--- config.mk ---
export PLATFORM = sky130hd
export DESIGN_NAME = toggle_seq_ctrl
export DESIGN_NICKNAME = d
export VERILOG_FILES = /design/src/rtl/toggle_seq_ctrl.sv
export SDC_FILE = /design/constraint.sdc
export NUM_CORES = 1
export LEC_CHECK = 0
export ABC_AREA = 0
export BUFFER_PORTS_ARGS = -buffer_cell sky130_fd_sc_hd__buf_2
export CORE_MARGIN = 2
export CORE_UTILIZATION = 30
export CTS_BUF_LIST = sky130_fd_sc_hd__clkbuf_8
export DETAILED_ROUTE_END_ITERATION = 6
export PLACE_DENSITY = 0.5
export SETUP_SLACK_MARGIN = 0.5
export SLEW_MARGIN = 20
export SYNTH_ARGS = -nofsm -noshare
export SYNTH_HDL_FRONTEND = slang
export SYNTH_SLANG_ARGS = --single-unit
--- constraint.sdc ---
create_clock -name clk -period 2.5 [get_ports clk]
set_input_delay 0.5 -clock clk [delete_from_list [all_inputs] [get_ports clk]]
set_output_delay 0.5 -clock clk [all_outputs]
set_load 0.02 [all_outputs]
--- src/rtl/toggle_seq_ctrl.sv ---
// Start/pause/resume controller for a bank of T-type bits counting between 0 and a latched limit.
// Emits per-bit toggle enables each cycle and a one-cycle done pulse when the run completes.
//
// state | meaning
// IDLE  | waiting for start; count holds its last value
// RUN   | advancing count one step per cycle toward terminal
// HOLD  | paused; start resumes, stop aborts
// DONE  | terminal reached; one-cycle done pulse
module toggle_seq_ctrl #(
  parameter int WIDTH = 4
) (
  input  logic             clk,
  input  logic             reset,
  input  logic             start,
  input  logic             stop,
  input  logic             dir,
  input  logic [WIDTH-1:0] limit,
  output logic [WIDTH-1:0] toggle,
  output logic [WIDTH-1:0] count,
  output logic             busy,
  output logic             done
);

  typedef enum logic [1:0] {IDLE, RUN, HOLD, DONE} state_t;

  state_t           state, state_nxt;
  logic             dir_q;
  logic [WIDTH-1:0] limit_q;
  logic [WIDTH-1:0] terminal;
  logic             at_term;
  logic             load;

  assign terminal = dir_q ? '0 : limit_q;
  assign at_term  = (count == terminal);
  assign busy     = (state == RUN) || (state == HOLD);
  assign done     = (state == DONE);

  always_ff @(posedge clk or posedge reset) begin
    if (reset) begin
      state   <= IDLE;
      dir_q   <= 1'b0;
      limit_q <= '0;
      count   <= '0;
    end else begin
      state <= state_nxt;
      if (load) begin
        dir_q   <= dir;
        limit_q <= limit;
        count   <= dir ? limit : '0;
      end else begin
        count <= count ^ toggle;
      end
    end
  end

  // A bit toggles when every lower bit is all-ones (up) or all-zeros (down).
  always_comb begin
    logic all_ones;
    logic all_zeros;
    toggle    = '0;
    all_ones  = 1'b1;
    all_zeros = 1'b1;
    if (state == RUN && !at_term) begin
      toggle[0] = 1'b1;
      for (int i = 1; i < WIDTH; i++) begin
        all_ones  = all_ones & count[i-1];
        all_zeros = all_zeros & ~count[i-1];
        toggle[i] = dir_q ? all_zeros : all_ones;
      end
    end
  end

  always_comb begin
    state_nxt = state;
    load      = 1'b0;
    case (state)
      IDLE: begin
        if (start && !stop) begin
          state_nxt = RUN;
          load      = 1'b1;
        end
      end
      RUN: begin
        if (stop)         state_nxt = HOLD;
        else if (at_term) state_nxt = DONE;
      end
      HOLD: begin
        if (stop)       state_nxt = IDLE;
        else if (start) state_nxt = RUN;
      end
      DONE:    state_nxt = IDLE;
      default: state_nxt = IDLE;
    endcase
  end

endmodule

==> results of run 1 <==
-- cell usage after synthesis (all sizes together) (2+ instances only) --
cell    count
nand2      19
o22ai       2
or4         2
and2        2
a31oi       2
nor3        2
a21oi       4
buf         3
o21ba       2
nand3       7
and4b       2
nor2       10
o31ai       2
clkbuf      2
dfrtp      11
xnor2       3
inv         6
ha          5
-- placed cells by master (no fill, tap or decap), drive strengths merged, types with 2 or more instances in the layout --
| master | instances |
|---|---|
| ha | 5 |
| nand2 | 19 |
| buf | 25 |
| clkbuf | 3 |
| inv | 7 |
| a21oi | 4 |
| and2 | 2 |
| and4b | 2 |
| o31ai | 2 |
| nor3 | 2 |
| nor2 | 10 |
| nand3 | 7 |
| o22ai | 2 |
| xnor2 | 3 |
| or4 | 2 |
| dfrtp | 11 |
| a31oi | 2 |
| o21ba | 2 |
-- what timing repair did --
| item | in CTS | in global routing |
|---|---|---|
| setup buffers | 6 | 1 |
| pin swaps | 4 | 2 |
| hold buffers | 0 | 0 |
| setup endpoints to repair | 6 | 6 |
| cloned | 0 | 0 |
| gates resized for setup | 18 | 3 |
-- cells by family (layout without fill, tap and decap cells) --
| logic type | after synthesis | in the layout | synth area share, % |
|---|---|---|---|
| fa+ha+maj | 5 | 5 | 7.987 |
| buf+inv | 11 | 35 | 7.348 |
| simple gates | 49 | 49 | 30.51 |
| compound gates | 15 | 15 | 13.26 |
| mux | 1 | 1 | 1.278 |
| flops | 11 | 11 | 35.14 |
| xor+xnor | 4 | 4 | 4.474 |
-- state kept, by name, summed over array words and instances (netlist names) --
name and count:
count 4, limit_q 4, state 2, dir_q 1
-- final cells by class --
| cell class | count | area (sq um) | share of cell area, % |
|---|---|---|---|
| multi-input cells | 74 | 514.2 | 48.47 |
| flip-flops and latches | 11 | 277.8 | 26.18 |
| inverters | 6 | 22.52 | 2.123 |
| well taps | 30 | 37.54 | 3.538 |
| clock buffers | 3 | 41.29 | 3.892 |
| repair buffers | 25 | 163.9 | 15.45 |
| clock inverters | 1 | 3.754 | 0.3538 |
-- critical path, stage by stage, from the launching register on --
cell and delay (ns):
dfrtp_1 0.40, xnor2_1 0.13, and4b_1 0.19, o32a_4 0.45, buf_4 0.16, buf_4 0.14, or4_1 0.50, nand3_1 0.10
-- power by group through the flow --
stage	Combinational, W	Sequential, W	Clock (W)
2_1_floorplan	0.000706	0.000374	0
3_3_place_gp	0.000806	0.000402	0
3_5_place_dp	0.000814	0.000407	0
4_1_cts	0.00107	0.000386	0.000179
5_1_grt	0.00124	0.000414	0.000186
6_report	0.00113	0.000394	0.000173
-- layer usage --
metal / up-vias / part of all wire (%) / GRT usage (%)
met5: - / 0 / 0
met4: 0 / 1.7 / 5.691
met3: 4 / 6.0 / 4.839
met2: 25 / 47 / 23.21
met1: 336 / 45 / 17.99
li1: 380 / - / -
-- through the flow --
stage	instance area [sq um]	hold WS (ns)	std cells	total power, W	util (%)
after detailed placement	883.3	0.5251	139	0.001221	35.66
after global routing	1061	0.2925	150	0.001840	42.83
final	1061	0.2568	150	0.001698	42.83
after floorplan	790.8	0.3524	96	0.001080	-
after CTS	1037	0.2761	149	0.001637	41.87
after global placement	883.3	0.5205	139	0.001208	35.66
-- worst paths after layout --
check                      slack [ns]                     end  cells after the start
min                              0.26      count[3]$_DFF_PP0_                      2
max in group asynchronous        1.91       dir_q$_DFFE_PP0P_                      2
min reg2reg                      0.54  limit_q[1]$_DFFE_PP0P_                      2
max                              0.35      count[2]$_DFF_PP0_                      7
max reg2reg                      0.35      count[2]$_DFF_PP0_                      7
min in group clk                 0.49  limit_q[3]$_DFFE_PP0P_                      3
==> impl_metrics.json, run 1 <==
{
  "die_area_sq_um": 3035,
  "synth-async-reset-ratio_pct": 100.0,
  "setup_viol": 0,
  "finalCritPeriodShare_pct": 86.10,
  "clockPowerShare_pct": 10.2,
  "n_fill_cell": 256,
  "cts-root-buf": "clkbuf_8",
  "p_comb_share_pct": 66.6,
  "setup_tns_ns": 0,
  "cts_buffers": 3,
  "outcome": "finished clean",
  "fin_ws_ns": 0.3474,
  "drt_iter0_markers": 13,
  "finalWirelength_microns": 1953,
  "antenna_left": 0,
  "seq_area_frac_synth_pct": 35.14,
  "power.density_nw_per_um2": 1600,
  "portBuffers": 18,
  "path_class": "flop to flop",
  "viasPerCell": 4.967,
  "period_needed_ns": 2.153,
  "rsz0062_at_grt": "yes",
  "preCtsSetupSlack_ns": 0.2548,
  "crit_start": "limit_q[0]$_DFFE_PP0P_",
  "sw_frac_of_total_pct": 46.74,
  "initial_utilization_pct": 31.62,
  "intPower_w": 0.0009043,
  "remaining_drc_errors": 0,
  "syn_area_sq_um": 783.3,
  "start_kind": "flop",
  "grt_max_degree": 15,
  "dp_hpwl_microns": 1270,
  "p_switching_w": 0.0007935,
  "slew_headroom_pct": 70.09,
  "maxCapViolations": 0,
  "clk_latency_ns": 0.24,
  "nets": 135,
  "r2r_start": "limit_q[0]$_DFFE_PP0P_",
  "die_h_microns": 55.10,
  "grt_first_pass_wirelength_microns": 3049,
  "synth_edf_count": 0,
  "grtUsageTotal_pct": 14.53,
  "area_delta_synth_final_pct": 35.46,
  "endpoint_kind": "flop",
  "netlist_instances": 96,
  "synth_top_area_cell": "dfrtp_1",
  "crit_required_ns": 2.67,
  "vias": 745,
  "clock_sinks": 11,
  "num_rows": 18,
  "boundaryPins": 19,
  "routabilityCongestion": 0.7267,
  "synth-main-ff-cell": "dfrtp_1",
  "synth_area_leaders": "dfrtp_1, nand2_1, ha_1",
  "syn_nets": 110,
  "arrival_ns": 2.32,
  "ys_warn_count": 0,
  "leakagePower_nw": 0.5029,
  "tightest_slew_ns": 0.4487,
  "fmax_mhz": 464.6,
  "power_frac_seq_pct": 23.2,
  "htree_levels": 1,
  "core-area_sq_um": 2477,
  "diodes": 0,
  "synth_cell_type_count": 29,
  "antenna_found_initial": 0,
  "worstPathMaxFanout": 6,
  "cts_buffer_depth": 2,
  "post_drt_wl_per_cell_microns": 13.02,
  "syn_avg_cell_area_sq_um": 8.159,
  "drive_above_1_share_pct": 35.00,
  "cts_tree": "built",
  "grt_pass1_vias": 697,
  "synth.top_cell.area_share_pct": 35.14,
  "hold_viol": 0,
  "peakVddDrop_mv": 0.8070,
  "clk_pin_slew_ns": 0.05,
  "fp.dieW_microns": 55.10,
  "hold_path.class": "input pin to asynchronous set/reset pin",
  "drtPass1Iterations": 4,
  "overflow": 0,
  "report.final.slew_viol_count": 0,
  "ys_seq_elements": 11,
  "skew_ns": 0.0005863
}
Power figures use the tool's default switching activity.
==> inputs of run 2 (changes only) <==
--- a/config.mk
+++ b/config.mk
@@ -5,7 +5,7 @@
 export SDC_FILE = /design/constraint.sdc
 export NUM_CORES = 1
 export LEC_CHECK = 0
-export ABC_AREA = 0
+export ABC_AREA = 1
 export BUFFER_PORTS_ARGS = -buffer_cell sky130_fd_sc_hd__buf_2
 export CORE_MARGIN = 2
 export CORE_UTILIZATION = 30
==> impl_metrics.json, run 2 <==
{
  "maxCapViolations": 0,
  "path_class": "flop to output port",
  "synth-main-ff-cell": "dfrtp_1",
  "preCtsSetupSlack_ns": 0.7257,
  "cts_tree": "built",
  "synth_cell_type_count": 17,
  "hold_viol": 0,
  "fin_area_sq_um": 1074,
  "grt_pass1_vias": 611,
  "leakagePower_nw": 0.5968,
  "r2r_slack_ns": 0.89,
  "setup_viol": 0,
  "drtPass1Iterations": 4,
  "cts_buffer_depth": 2,
  "power.density_nw_per_um2": 1433,
  "start_kind": "flop",
  "grt_first_pass_wirelength_microns": 2587,
  "core-area_sq_um": 2432,
  "antenna_found_initial": 0,
  "nets": 153,
  "diodes": 0,
  "die_area_sq_um": 2941,
  "placed_cell_area_sq_um": 879.6,
  "finalWirelength_microns": 1721,
  "reg_top3": "count x4, limit_q x4, state x2",
  "syn_nets": 123,
  "clk_latency_ns": 0.23,
  "worstPathMaxFanout": 6,
  "finalCritPeriodShare_pct": 78.71,
  "netlist_instances": 109,
  "htree_levels": 1,
  "post_drt_wl_per_cell_microns": 10.24,
  "layout_commonest_cell": "nand2_1",
  "cts_hold_buf": 0,
  "vias": 731,
  "hold_path.class": "input pin to asynchronous set/reset pin",
  "dp_hpwl_microns": 1222,
  "synth-async-reset-ratio_pct": 100.0,
  "drt_iter0_markers": 17,
  "area_delta_synth_final_pct": 41.82,
  "seq_area_frac_synth_pct": 36.36,
  "initial_utilization_pct": 31.12,
  "routabilityCongestion": 0.7935,
  "synth_top_area_cell": "dfrtp_1",
  "clk_pin_slew_ns": 0.05,
  "arrival_ns": 1.47,
  "grt_max_degree": 12,
  "dp.cells": 156,
  "overflow": 0,
  "n_fill_cell": 248,
  "endpoint_kind": "output port",
  "fmax_mhz": 508.2,
  "peakVddDrop_mv": 0.6448,
  "syn_area_sq_um": 757.0,
  "cts_buffers": 3,
  "remaining_drc_errors": 0,
  "fin_ws_ns": 0.5322,
  "setup_tns_ns": 0,
  "ys_warn_count": 0,
  "viasPerCell": 4.351,
  "syn_avg_cell_area_sq_um": 6.945,
  "period_needed_ns": 1.968,
  "antenna_left": 0,
  "fin_cells": 168,
  "clock_sinks": 11,
  "tightest_slew_ns": 0.4132,
  "synth.top_cell.area_share_pct": 36.36,
  "drive_above_1_share_pct": 40.58,
  "skew_ns": 0.002731,
  "boundaryPins": 19,
  "synth_most_common_cell": "nand2_1",
  "cts-root-buf": "clkbuf_8",
  "report.final.slew_viol_count": 0,
  "finish.utilization_pct": 44.14,
  "synth_edf_count": 0,
  "synth_common_cells": "nand2_1, inv_1, nand3_1",
  "slew_headroom_pct": 72.42,
  "synth_area_leaders": "dfrtp_1, nand2_1, nand3_1",
  "fp.dieW_microns": 54.23,
  "ys_seq_elements": 11,
  "rsz0062_at_grt": "yes",
  "portBuffers": 18,
  "layout_common_cells": "nand2_1, buf_2, inv_1",
  "grtUsageTotal_pct": 11.95,
  "num_rows": 18,
  "die_h_microns": 54.23,
  "outcome": "finished clean",
  "crit_required_ns": 2.00
}
[run 2: cell count changes after synthesis, moves of 4 or more]
cell,previous run,this run
a21oi_1,4,0
inv_1,6,17
nand2_1,19,38
nand3_1,7,14
nor2_1,10,5
[run 2: cell type report]
cell class / count / area, sq um / share of cell area (%)
timing repair inverter: 1 / 7.507 / 0.6993
inverter: 18 / 70.07 / 6.527
clock buffer: 3 / 41.29 / 3.846
multi-input combinational: 79 / 461.7 / 43.01
sequential: 11 / 277.8 / 25.87
tap: 30 / 37.54 / 3.497
timing repair buffer: 25 / 172.7 / 16.08
clock inverter: 1 / 5.005 / 0.4662
[run 2: per-layer routing]
metal / vias to the layer above / share of wire [%] / track usage [%]
li1: 399 / - / -
met1: 313 / 50 / 18.37
met2: 17 / 45 / 17.07
met3: 2 / 4.3 / 0.8197
met4: 0 / 0.58 / 5.000
met5: - / 0 / 0
[run 2: what timing repair did]
| action | 4_1_cts | 5_1_grt |
|---|---|---|
| buffers inserted | 1 | 6 |
| pin swaps | 0 | 5 |
| setup endpoints to repair | 4 | 4 |
| resized for setup | 2 | 28 |
| gates cloned | 1 | 0 |
[run 2: worst max-delay path, stage by stage, from the launching register on]
cell and delay [ns]:
dfrtp_2 0.41, clkinvlp_4 0.18, nand3_2 0.09, nand2_1 0.07, nor2_2 0.15, nand2_4 0.10, nand2_2 0.08, inv_2 0.04
buf_6 0.12
[run 2: final timing paths]
| kind | from | end | cells after the start |
|---|---|---|---|
| max | dir_q$_DFFE_PP0P_ | toggle[0] | 8 |
| min | reset | state[0]$_DFFE_PP0P_ | 2 |
| max reg2reg | dir_q$_DFFE_PP0P_ | count[1]$_DFF_PP0_ | 10 |
| min reg2reg | limit_q[1]$_DFFE_PP0P_ | limit_q[1]$_DFFE_PP0P_ | 2 |
| max in group asynchronous | reset | dir_q$_DFFE_PP0P_ | 2 |
| min in group clk | limit[1] | limit_q[1]$_DFFE_PP0P_ | 3 |
[run 2: cells by family (layout without fill, tap and decap cells)]
| kind of cell | after synthesis | count (layout) | share of synthesized area (%) |
|---|---|---|---|
| AOI/OAI and AO/OA | 7 | 7 | 6.115 |
| xor gates and xnor gates | 1 | 1 | 1.157 |
| adders and majority gates | 5 | 5 | 8.264 |
| buffers and inverters | 19 | 48 | 9.586 |
| DFF | 11 | 11 | 36.36 |
| and+or+nand+nor | 66 | 66 | 38.51 |
[run 2: through the flow]
stage	hold WS, ns	total power [W]
finish	0.2477	0.001539
detailed placement	0.4987	0.001116
global route	0.2738	0.001695
global placement	0.4946	0.001116
CTS	0.2749	0.001313
floorplan	0.3524	0.0009335
[run 2: where the power goes]
group / internal (W) / switching (W)
sequential: 0.000270 / 0.000108
combinational: 0.000407 / 0.000581
clock: 0.000109 / 0.0000636
total: 0.000787 / 0.000752
